<file path="src/rtl/multi_cycle_ctrl_if.sv">
// ---------------------------------------------------------------------------
// multi_cycle_ctrl_if
//   Groups the memory handshakes and datapath control strobes of the RV32I
//   multi-cycle sequencer.
//
//   master : the sequencer (drives requests and datapath controls)
//   slave  : memories + datapath (return instr/ready, consume controls)
//
//   instr            32        instruction word, valid when imem_ready=1
//   imem_ready       1         instruction memory returns instr this cycle
//   dmem_ready       1         data access completes this cycle
//   imem_req         1         fetch request
//   ir_load          1         latch instr into IR (1-cycle pulse)
//   en_pc            1         PC <= PC+4 (1-cycle pulse)
//   RegWrite         1         register-file write strobe
//   AluSrc           1         0 = rs2, 1 = immediate
//   AluSel           ALUSEL_W  ALU operation select
//   Mem_read         1         load in progress
//   Mem_write        1         store in progress
//   sel_data_to_reg  SEL_W     writeback mux select
// ---------------------------------------------------------------------------
interface multi_cycle_ctrl_if #(
    parameter int unsigned ALUSEL_W = 4,
    parameter int unsigned SEL_W    = 2
);
    logic [31:0]         instr;
    logic                imem_ready;
    logic                dmem_ready;
    logic                imem_req;
    logic                ir_load;
    logic                en_pc;
    logic                RegWrite;
    logic                AluSrc;
    logic [ALUSEL_W-1:0] AluSel;
    logic                Mem_read;
    logic                Mem_write;
    logic [SEL_W-1:0]    sel_data_to_reg;

    modport master (
        input  instr, imem_ready, dmem_ready,
        output imem_req, ir_load, en_pc, RegWrite, AluSrc, AluSel,
               Mem_read, Mem_write, sel_data_to_reg
    );

    modport slave (
        output instr, imem_ready, dmem_ready,
        input  imem_req, ir_load, en_pc, RegWrite, AluSrc, AluSel,
               Mem_read, Mem_write, sel_data_to_reg
    );
endinterface

</file>
<file path="src/rtl/multi_cycle_ctrl.sv">
// ---------------------------------------------------------------------------
// multi_cycle_ctrl
//   Multi-cycle control sequencer for the RV32I data path. Fetches an
//   instruction, decodes it and steps FETCH -> DECODE -> EXEC -> MEM -> WB,
//   driving the datapath controls and handshaking with instruction and data
//   memories that may insert wait states.
//
//   Optional feature macro: MULTI_CYCLE_CTRL_TRAP_EN
//     defined     : illegal opcode -> terminal TRAP state (only reset exits)
//     not defined : illegal opcode retires as a NOP (no register write)
//
// Ports
//   clk      in   single clock, rising edge
//   reset    in   synchronous, active-high; aborts to FETCH
//   hold     in   freezes the sequencer; pulse outputs forced low
//   bus      -    multi_cycle_ctrl_if.master (memory handshakes, controls)
//   retire   out  instruction completed (1-cycle pulse)
//   bus_err  out  sticky: data memory timeout occurred
//   state_o  out  current FSM state (debug)
//
// Parameters
//   ALUSEL_W      width of AluSel
//   SEL_W         width of sel_data_to_reg
//   DMEM_TIMEOUT  max MEM cycles without dmem_ready before bus error;
//                 0 = wait forever
// ---------------------------------------------------------------------------
module multi_cycle_ctrl #(
    parameter int unsigned ALUSEL_W     = 4,
    parameter int unsigned SEL_W        = 2,
    parameter int unsigned DMEM_TIMEOUT = 16
) (
    input  logic                clk,
    input  logic                reset,
    input  logic                hold,
    multi_cycle_ctrl_if.master  bus,
    output logic                retire,
    output logic                bus_err,
    output logic [2:0]          state_o
);

    // FSM encodings (legacy-compatible numeric values, visible on state_o)
    localparam logic [2:0] ST_FETCH  = 3'd0;
    localparam logic [2:0] ST_DECODE = 3'd1;
    localparam logic [2:0] ST_EXEC   = 3'd2;
    localparam logic [2:0] ST_MEM    = 3'd3;
    localparam logic [2:0] ST_WB     = 3'd4;
    localparam logic [2:0] ST_TRAP   = 3'd5;

    localparam logic [6:0] OP_R   = 7'b0110011;
    localparam logic [6:0] OP_I   = 7'b0010011;
    localparam logic [6:0] OP_LD  = 7'b0000011;
    localparam logic [6:0] OP_ST  = 7'b0100011;
    localparam logic [6:0] OP_LUI = 7'b0110111;

    localparam logic [ALUSEL_W-1:0] ALU_ADD  = ALUSEL_W'(0);
    localparam logic [ALUSEL_W-1:0] ALU_SUB  = ALUSEL_W'(1);
    localparam logic [ALUSEL_W-1:0] ALU_AND  = ALUSEL_W'(2);
    localparam logic [ALUSEL_W-1:0] ALU_OR   = ALUSEL_W'(3);
    localparam logic [ALUSEL_W-1:0] ALU_XOR  = ALUSEL_W'(4);
    localparam logic [ALUSEL_W-1:0] ALU_SLL  = ALUSEL_W'(5);
    localparam logic [ALUSEL_W-1:0] ALU_SRL  = ALUSEL_W'(6);
    localparam logic [ALUSEL_W-1:0] ALU_SRA  = ALUSEL_W'(7);
    localparam logic [ALUSEL_W-1:0] ALU_SLT  = ALUSEL_W'(8);
    localparam logic [ALUSEL_W-1:0] ALU_SLTU = ALUSEL_W'(9);

    // Writeback mux: 0 mem data, 1 ALU, 2 PC+4 (unused here), 3 U-imm
    localparam logic [SEL_W-1:0] SEL_MEM  = SEL_W'(0);
    localparam logic [SEL_W-1:0] SEL_ALU  = SEL_W'(1);
    localparam logic [SEL_W-1:0] SEL_UIMM = SEL_W'(3);

    // Wait counter runs 0 .. DMEM_TIMEOUT-1
    localparam int unsigned CNT_W = (DMEM_TIMEOUT > 1) ? $clog2(DMEM_TIMEOUT) : 1;

    // ------------------------------------------------------------------
    // State
    // ------------------------------------------------------------------
    logic [2:0]          state_q, state_d;

    // Only the instruction fields the sequencer needs are kept
    logic [6:0]          opcode_q;
    logic [2:0]          funct3_q;
    logic                bit30_q;

    logic                alu_src_q;
    logic [ALUSEL_W-1:0] alu_sel_q;
    logic [SEL_W-1:0]    sel_q;
    logic                is_load_q;
    logic                is_store_q;
    logic                reg_we_q;

    logic [CNT_W-1:0]    wait_cnt_q;
    logic                bus_err_q;

    logic                unused_instr_bits;
    assign unused_instr_bits = ^{bus.instr[31], bus.instr[29:15], bus.instr[11:7]};

    // ------------------------------------------------------------------
    // Decode of the latched instruction (used in DECODE)
    // ------------------------------------------------------------------
    function automatic logic [ALUSEL_W-1:0] alu_fn(
        input logic [2:0] f3,
        input logic       b30,
        input logic       is_r
    );
        logic [ALUSEL_W-1:0] sel;
        case (f3)
            // bit 30 is an immediate bit for ADDI, so SUB only for R-type
            3'b000:  sel = (is_r && b30) ? ALU_SUB : ALU_ADD;
            3'b001:  sel = ALU_SLL;
            3'b010:  sel = ALU_SLT;
            3'b011:  sel = ALU_SLTU;
            3'b100:  sel = ALU_XOR;
            3'b101:  sel = b30 ? ALU_SRA : ALU_SRL;
            3'b110:  sel = ALU_OR;
            default: sel = ALU_AND;
        endcase
        return sel;
    endfunction

    logic                dec_src;
    logic [ALUSEL_W-1:0] dec_alu;
    logic [SEL_W-1:0]    dec_sel;
    logic                dec_load;
    logic                dec_store;
    logic                dec_we;
    logic [2:0]          dec_next;

    always_comb begin
        dec_src   = 1'b0;
        dec_alu   = ALU_ADD;
        dec_sel   = SEL_MEM;
        dec_load  = 1'b0;
        dec_store = 1'b0;
        dec_we    = 1'b0;
        dec_next  = ST_EXEC;
        case (opcode_q)
            OP_R: begin
                dec_alu = alu_fn(funct3_q, bit30_q, 1'b1);
                dec_sel = SEL_ALU;
                dec_we  = 1'b1;
            end
            OP_I: begin
                dec_src = 1'b1;
                dec_alu = alu_fn(funct3_q, bit30_q, 1'b0);
                dec_sel = SEL_ALU;
                dec_we  = 1'b1;
            end
            OP_LD: begin
                dec_src  = 1'b1;
                dec_load = 1'b1;
                dec_we   = 1'b1;
            end
            OP_ST: begin
                dec_src   = 1'b1;
                dec_store = 1'b1;
            end
            OP_LUI: begin
                dec_sel  = SEL_UIMM;
                dec_we   = 1'b1;
                dec_next = ST_WB;
            end
            default: begin
`ifdef MULTI_CYCLE_CTRL_TRAP_EN
                dec_next = ST_TRAP;
`else
                // Illegal opcode retires as a NOP: no register write
                dec_next = ST_WB;
`endif
            end
        endcase
    end

    // ------------------------------------------------------------------
    // Next state
    // ------------------------------------------------------------------
    logic mem_timeout;
    assign mem_timeout = (DMEM_TIMEOUT != 0) && !bus.dmem_ready &&
                         (wait_cnt_q == CNT_W'(DMEM_TIMEOUT - 1));

    always_comb begin
        state_d = state_q;
        case (state_q)
            ST_FETCH:  if (bus.imem_ready) state_d = ST_DECODE;
            ST_DECODE: state_d = dec_next;
            ST_EXEC:   state_d = (is_load_q || is_store_q) ? ST_MEM : ST_WB;
            ST_MEM: begin
                if (bus.dmem_ready)   state_d = ST_WB;
                else if (mem_timeout) state_d = ST_FETCH;
            end
            ST_WB:     state_d = ST_FETCH;
            ST_TRAP:   state_d = ST_TRAP;
            default:   state_d = ST_FETCH;
        endcase
    end

    // ------------------------------------------------------------------
    // Registers: hold freezes everything, including memory-ready sampling
    // ------------------------------------------------------------------
    always_ff @(posedge clk) begin
        if (reset) begin
            state_q    <= ST_FETCH;
            opcode_q   <= '0;
            funct3_q   <= '0;
            bit30_q    <= 1'b0;
            alu_src_q  <= 1'b0;
            alu_sel_q  <= '0;
            sel_q      <= '0;
            is_load_q  <= 1'b0;
            is_store_q <= 1'b0;
            reg_we_q   <= 1'b0;
            wait_cnt_q <= '0;
            bus_err_q  <= 1'b0;
        end else if (!hold) begin
            state_q <= state_d;

            if (state_q == ST_FETCH && bus.imem_ready) begin
                opcode_q <= bus.instr[6:0];
                funct3_q <= bus.instr[14:12];
                bit30_q  <= bus.instr[30];
            end

            if (state_q == ST_DECODE) begin
                alu_src_q  <= dec_src;
                alu_sel_q  <= dec_alu;
                sel_q      <= dec_sel;
                is_load_q  <= dec_load;
                is_store_q <= dec_store;
                reg_we_q   <= dec_we;
            end

            // Counter is cleared outside MEM so every MEM entry starts at 0
            if (state_q == ST_MEM && !bus.dmem_ready) begin
                if (mem_timeout) begin
                    bus_err_q  <= 1'b1;
                    wait_cnt_q <= '0;
                end else begin
                    wait_cnt_q <= wait_cnt_q + CNT_W'(1);
                end
            end else begin
                wait_cnt_q <= '0;
            end
        end
    end

    // ------------------------------------------------------------------
    // Outputs: strobes are decoded from the state so that reset and hold
    // can suppress them in the same cycle they are asserted.
    // ------------------------------------------------------------------
    logic active;
    logic pulse_ok;
    assign active   = !reset;
    assign pulse_ok = !reset && !hold;

    assign bus.imem_req        = active && (state_q == ST_FETCH);
    assign bus.ir_load         = pulse_ok && (state_q == ST_FETCH) && bus.imem_ready;
    assign bus.en_pc           = pulse_ok && (state_q == ST_WB);
    assign bus.RegWrite        = pulse_ok && (state_q == ST_WB) && reg_we_q;
    assign bus.Mem_read        = active && (state_q == ST_MEM) && is_load_q;
    assign bus.Mem_write       = active && (state_q == ST_MEM) && is_store_q;
    assign bus.AluSrc          = alu_src_q;
    assign bus.AluSel          = alu_sel_q;
    assign bus.sel_data_to_reg = sel_q;

    assign retire  = pulse_ok && (state_q == ST_WB);
    assign bus_err = bus_err_q;
    assign state_o = state_q;

endmodule

</file>
<file path="src/flat_wrapper.sv">
// flat-port wrapper written by rule: the top's interface ports become plain ports
module multi_cycle_ctrl_flat 
#(
    parameter int unsigned ALUSEL_W     = 4,
    parameter int unsigned SEL_W        = 2,
    parameter int unsigned DMEM_TIMEOUT = 16
)
  (clk, reset, hold, retire, bus_err, state_o, bus_instr, bus_imem_ready, bus_dmem_ready, bus_imem_req, bus_ir_load, bus_en_pc, bus_RegWrite, bus_AluSrc, bus_AluSel, bus_Mem_read, bus_Mem_write, bus_sel_data_to_reg);
  multi_cycle_ctrl_if #(.ALUSEL_W(ALUSEL_W), .SEL_W(SEL_W)) bus_i ();
  input  logic clk;
  input  logic reset;
  input  logic hold;
  output logic retire;
  output logic bus_err;
  output logic [2:0] state_o;
  input wire logic [$bits(bus_i.instr)-1:0] bus_instr;
  input wire logic [$bits(bus_i.imem_ready)-1:0] bus_imem_ready;
  input wire logic [$bits(bus_i.dmem_ready)-1:0] bus_dmem_ready;
  output wire logic [$bits(bus_i.imem_req)-1:0] bus_imem_req;
  output wire logic [$bits(bus_i.ir_load)-1:0] bus_ir_load;
  output wire logic [$bits(bus_i.en_pc)-1:0] bus_en_pc;
  output wire logic [$bits(bus_i.RegWrite)-1:0] bus_RegWrite;
  output wire logic [$bits(bus_i.AluSrc)-1:0] bus_AluSrc;
  output wire logic [$bits(bus_i.AluSel)-1:0] bus_AluSel;
  output wire logic [$bits(bus_i.Mem_read)-1:0] bus_Mem_read;
  output wire logic [$bits(bus_i.Mem_write)-1:0] bus_Mem_write;
  output wire logic [$bits(bus_i.sel_data_to_reg)-1:0] bus_sel_data_to_reg;
  assign bus_i.instr = bus_instr;
  assign bus_i.imem_ready = bus_imem_ready;
  assign bus_i.dmem_ready = bus_dmem_ready;
  assign bus_imem_req = bus_i.imem_req;
  assign bus_ir_load = bus_i.ir_load;
  assign bus_en_pc = bus_i.en_pc;
  assign bus_RegWrite = bus_i.RegWrite;
  assign bus_AluSrc = bus_i.AluSrc;
  assign bus_AluSel = bus_i.AluSel;
  assign bus_Mem_read = bus_i.Mem_read;
  assign bus_Mem_write = bus_i.Mem_write;
  assign bus_sel_data_to_reg = bus_i.sel_data_to_reg;
  multi_cycle_ctrl #(.ALUSEL_W(ALUSEL_W), .SEL_W(SEL_W), .DMEM_TIMEOUT(DMEM_TIMEOUT)) u_core (.clk(clk), .reset(reset), .hold(hold), .bus(bus_i), .retire(retire), .bus_err(bus_err), .state_o(state_o));
endmodule
</file>
<file path="config.mk">
export PLATFORM = sky130hd
export DESIGN_NAME = multi_cycle_ctrl_flat
export DESIGN_NICKNAME = d
export VERILOG_FILES = /design/src/rtl/multi_cycle_ctrl_if.sv /design/src/rtl/multi_cycle_ctrl.sv /design/src/flat_wrapper.sv
export SDC_FILE = /design/constraint.sdc
export NUM_CORES = 1
export LEC_CHECK = 0
export ABC_AREA = 1
export CORE_MARGIN = 4
export CORE_UTILIZATION = 45
export DETAILED_ROUTE_END_ITERATION = 10
export PLACE_DENSITY = 0.86
export SYNTH_ARGS = -nofsm -noshare
export SYNTH_HDL_FRONTEND = slang
export SYNTH_SLANG_ARGS = --single-unit
</file>
<file path="constraint.sdc">
create_clock -name clk -period 3.8 [get_ports clk]
set_input_delay 0.76 -clock clk [delete_from_list [all_inputs] [get_ports clk]]
set_output_delay 0.76 -clock clk [all_outputs]
set_load 0.005 [all_outputs]
</file>
==> run metrics, run 1 <==
non-filler cells, final=280; buffer depth of the longest clock path=2; worst path required time=3040 ps; WL/cell=11.1 microns; status=completed; Worst slew margin=71.4%; max reg flops=7; largest net degree at the start of global routing=20; Cells after Synth=201; global-route usage over all layers=17.0%; sequential share of the synthesized area=41.4%; Hold Crit Start=u_core.bit30_q; CP Data Arrival Time=2370 ps; Clock Skews=8.32 ps; syn_nets=239; Post-Synth XOR/XNOR Area=0%; IO buf count=33; r2r setup slk=2400 ps; P_leak=0.722 nW; post-synthesis adder-cell area fraction=0.893%; HP Class=reg -> reg; Mapped Area=1400 sq um; RSZ-0062 raised after global routing=false; routed vias/inst=slightly above 5; CTS Root Cell=clkbuf_4; Comb pwr share=between 10% and 20%; Slew Viols, Final=0; Top-Level Pins=55; post-CTS sizing=0; vias=1407; Detailed Place HPWL=around 2300 microns; area grow syn2layout=32.3%; Initial DRC Count=76; DR pass1 iterations=4; layout cells sized above 1=7.56%; Routed WL=3120 microns; main combinational cell family by area after synthesis=simple AND/OR/NAND/NOR gates; RR Startpoint=u_core.state_o[0]; GRT overflow=0; number of global-route vias before repair=1334; cts hold-fix bufs=0; worst-path maximum fanout=5; Post-route DRC=0; Slowest-stage cell, CP=clkdlybuf4s50_1; fin crit share=82.4%; Die Ht=63.8 microns; CTS buffer count=5; sw frac=25.4%; CP Launch Type=input port; Largest Register=u_core.opcode_q; complex-gate fraction of the synthesized area=13.7%; placed instance count=about 270; worst skew pair latency=between 300 and 400 ps; simple-gate share of the synthesized area=between 30% and 40%; measured slew at the worst slew-check pin=about 430 ps; most frequent CP cell=clkdlybuf4s50_1; library cells used by synthesis=25; fin nets=around 280; n_diodes=0; FP Rows=19; Post-CTS Setup Bufs=0; initial antenna violation count=0; Die ar.=4070 sq um; multiplexer share of the synthesized area=0%; CTS clock-pin slew for the worst setup and hold paths=about 100 ps; area of the core=2880 sq um; Critical Path Source=hold; CTS tree=built; final setup TNS=0 ps; Die Wd=63.8 microns; Clock power frac=about two fifths; YS warnings=0; Final Hold Fails=0; FF+latch count, synth=29; max cap viols=0; Placer Congestion=just under 0.9; WS Path Type=in -> out; CTS Sinks=29; Finish-stage setup viols=0; slowest cell delay on critical path=about 500 ps; crit-path cells=clkdlybuf4s50_1 > inv_2 > nand2_1 > nor3_1 > and2_1 > clkdlybuf4s50_1; internal cell power=around 0.0005 W; Psw=0.000175 W; Reg power frac=a little under half; PwrDens=371 nW/um^2; first-pass GRT wire length=5500 microns; crit end category=primary output; post-route ant nets=0; htree depth=2; starting density of the core=48.7%; IR drop worst, VDD=approximately 0.28 mV; fmax=319 MHz; Final min period=3130 ps; syn_area_per_cell=6.97 sq um
==> cells in the mapped netlist <==
library cell,instances,area [sq um]
o21ai_0,15,75.1
nand4_1,5,31.3
a31oi_1,1,6.26
nand3_2,1,10.0
nor3_1,4,20.0
and2_1,1,6.26
nand3_1,14,70.1
inv_1,18,67.6
nor3_4,1,16.3
ha_1,1,12.5
nor2_1,37,139
inv_2,2,7.51
clkbuf_1,2,7.51
buf_6,1,11.3
nand2_1,40,150
clkbuf_2,1,5.00
buf_4,1,7.51
nand4_4,1,21.3
dfxtp_1,29,581
a21oi_1,19,95.1
nand3b_1,2,15.0
a31o_2,1,8.76
nor4_4,1,21.3
o22ai_1,1,6.26
buf_2,2,10.0
==> power groups by stage <==
stage                     sequential, W  combinational (W)  clock (W)
final                          0.000327          0.0000893   0.000271
after CTS                      0.000327          0.0000897   0.000277
after global placement         0.000334          0.0000877          0
after global routing           0.000329           0.000101   0.000289
after floorplan                0.000331          0.0000559          0
after detailed placement       0.000334          0.0000893          0
==> stage by stage <==
stage | power, W | utilization (%) | cell area (sq um) | worst slack, ps | hold WS [ps]
floorplan | 0.000387 | - | 1400 | 1500 | 425
global placement | 0.000421 | 61.4 | 1770 | 650 | 445
detailed placement | 0.000424 | 61.4 | 1770 | 642 | 453
CTS | 0.000694 | 64.5 | 1850 | 639 | 467
global route | 0.000719 | 64.5 | 1850 | 476 | 485
finish | 0.000688 | 64.5 | 1850 | 669 | 466
==> worst max-delay path: cells and delay by family <==
family                 cells  cell delay (ps)
buffers and inverters      3             1070
and+or+nand+nor            3              540
==> placed cells by master (no fill, tap or decap), types with 2 or more instances in the layout <==
master,count
nand2_1,40
nor2_1,37
clkdlybuf4s50_1,33
dfxtp_1,29
a21oi_1,19
inv_1,18
o21ai_0,15
nand3_1,14
nand4_1,5
clkbuf_4,5
nor3_1,4
buf_4,3
inv_2,2
nand3b_1,2
==> layout make-up <==
class,count,area (sq um)
sequential,29,581
fill,267,1020
tap,42,52.6
clock inverter,2,37.5
multi-input combinational,145,704
inverter,20,75.1
clock buffer,6,51.3
timing repair buffer,36,353
==> final timing paths <==
check | end | cells past startpoint
max | bus_RegWrite | 6
min | u_core.bit30_q | 2
max reg2reg | u_core.reg_we_q | 7
min reg2reg | u_core.bit30_q | 2
==> routing by layer <==
layer / global-route usage [%] / vias up / routed length, microns
li1: - / 734 / -
met1: 19.1 / 629 / 1390
met2: 28.8 / 36 / 1480
met3: 6.30 / 8 / 177
met4: 7.28 / 0 / 70
met5: 0 / - / 0
==> logic make-up (layout without fill, tap and decap cells) <==
kind of cell    after synthesis  count (layout)
compound gates               37              37
fa+ha+maj                     1               1
buf+inv                      27              64
flops                        29              29
simple gates                107             107
No activity file was read; power rests on OpenSTA's default activity.
==> inputs of run 2 (changes only) <==
- CORE_UTILIZATION: 45 -> 43
- PLACE_DENSITY: 0.86 -> 0.83
- clock period: 3.8 -> 3.1 ns (I/O delays scaled with it)
==> run metrics, run 2 (synthesized netlist as in run 1, its figures left out) <==
first-pass GRT wire length=5300 microns (-3.6%); WL/cell=11.0 microns (-1.4%); CTS buffer count=5 (unchanged); RR Startpoint=u_core.state_o[2]; status=completed; IR drop worst, VDD=0.329 mV (+19%); Placer Congestion=0.822 (-5.7%); worst path required time=2480 ps (-560 ps); CTS Sinks=29 (unchanged); CP Launch Type=input port; internal cell power=0.000631 W (+23%); Psw=0.000200 W (+14%); most frequent CP cell=clkdlybuf4s50_1; Post-route DRC=0 (unchanged); Placed Area=1780 sq um (+0.99%); sw frac=24.0% (-1.4 points); routed vias/inst=4.92 (-2.0%); most common cell after layout, fill and taps aside=nand2_1; Finish-stage setup viols=0 (unchanged); vias=1398 (-0.64%); Final Hold Fails=0 (unchanged); IO buf count=33 (unchanged); max reg flops=7 (unchanged); Clock Skews=5.01 ps (-3.31 ps); worst-path maximum fanout=5 (unchanged); RSZ-0062 raised after global routing=false; layout cells sized above 1=7.92% (+0.35 points); Detailed Place HPWL=2360 microns (+2.0%); PnR worst setup slack=344 ps (-325 ps); placed instance count=276 (+1.5%); Routed WL=3110 microns (about the same); Die Wd=65.1 microns (+2.0%); post-route ant nets=0 (unchanged); starting density of the core=45.5% (-3.2 points); CTS tree=built; kind of cell adding the most delay to the critical path=buffers and inverters; Die Ht=65.1 microns (+2.0%); Die ar.=4240 sq um (+4.1%); Final min period=about 2800 ps; buffer depth of the longest clock path=2 (unchanged); WS Path Type=in -> out; CTS Root Cell=clkbuf_4; slowest cell delay on critical path=500 ps (about the same); global-route usage over all layers=16.3% (-0.73 points); fin crit share=roughly nine tenths; DR pass1 iterations=4 (unchanged); PwrDens=445 nW/um^2 (+20%); max cap viols=0 (unchanged); crit end category=primary output; cts hold-fix bufs=0 (unchanged); Critical Path Source=hold; worst slack at placement=343 ps (-299 ps); Buffers & Inverters on Critical Path=4 (+1); Initial DRC Count=67 (-12%); Post-CTS Setup Bufs=0 (unchanged); largest net degree at the start of global routing=19 (-5.0%); FP Rows=20 (+1); crit-path cells=clkdlybuf4s50_1 > inv_2 > nand2_1 > nor3_1 > buf_4 > clkdlybuf4s50_1; fin nets=277 (+0.73%); commonest cells after routing, fill and taps aside=nand2_1, nor2_1, clkdlybuf4s50_1; Top-Level Pins=55 (unchanged); CP Data Arrival Time=2140 ps (-230 ps); Comb pwr share=13.3% (+0.3 points); n_diodes=0 (unchanged); Clock power frac=38.4% (-1.1 points); CTS clock-pin slew for the worst setup and hold paths=90 ps (about the same); Reg power frac=48.3% (+0.7 points); Worst slew margin=71.4% (about the same); initial antenna violation count=0 (unchanged); htree depth=2 (unchanged); area grow syn2layout=33.3%; worst skew pair latency=320 ps (about the same); final setup TNS=0 ps (unchanged); number of global-route vias before repair=1307 (-2.0%); post-CTS sizing=0 (unchanged); GRT overflow=0 (unchanged); Largest Register=u_core.opcode_q; measured slew at the worst slew-check pin=428 ps (-0.341 ps); Hold Crit Start=u_core.bit30_q; HP Class=reg -> reg; post-route cell area=1870 sq um (+0.74%); Slew Viols, Final=0 (unchanged); P_leak=0.733 nW (+1.5%); non-filler cells, final=284 (+1.4%); area of the core=3080 sq um (+7.0%); Slowest-stage cell, CP=clkdlybuf4s50_1; fmax=363 MHz
-- run 2: final timing paths --
| kind | to | slack, ps | depth (start not counted) |
|---|---|---|---|
| worst min-delay path | u_core.bit30_q | 460 | 2 |
| worst min register to register | u_core.bit30_q | 460 | 2 |
| worst max-delay path | retire | 340 | 6 |
| worst max register to register | u_core.opcode_q[0] | 1650 | 6 |
-- run 2: layout make-up --
class / count / area, sq um
Fill cell: 287 / 1210
Multi-Input combinational cell: 145 / 704
Sequential cell: 29 / 581
Timing Repair Buffer: 38 / 368
Inverter: 20 / 75.1
Clock buffer: 7 / 55.1
Tap cell: 44 / 55.1
Clock inverter: 1 / 30.0
-- run 2: routing by layer --
metal  GRT usage [%]  part of all wire (%)  up-vias
met2            29.6                    51       36
met5               0                     0        -
met4            6.22                   1.1        0
met1            17.0                    43      621
li1                -                     -      737
met3            5.72                   5.5        4
-- run 2: worst register-to-register path: stages, from the launching register on --
cell and delay, ps:
dfxtp_1 590, inv_2 160, nand4_4 130, buf_4 190
inv_1 110, nor2_1 110, nor2_1 60
-- run 2: per-stage QoR --
| stage | total power (W) | util, % | hold WS [ps] |
|---|---|---|---|
| final | 0.000831 | 60.7 | 465 |
| after global routing | 0.000872 | 60.7 | 494 |
| after CTS | 0.000840 | 60.7 | 466 |
| after detailed placement | 0.000520 | 57.9 | 453 |
| after global placement | 0.000518 | 57.9 | 436 |
| after floorplan | 0.000474 | - | 425 |
-- run 2: power by group through the flow --
| stage | combinational (W) | clock, W | sequential, W |
|---|---|---|---|
| after floorplan | 0.0000686 | 0 | 0.000405 |
| after global placement | 0.000109 | 0 | 0.000409 |
| after detailed placement | 0.000111 | 0 | 0.000409 |
| after CTS | 0.000112 | 0.000328 | 0.000401 |
| after global routing | 0.000125 | 0.000345 | 0.000403 |
| final | 0.000110 | 0.000319 | 0.000401 |
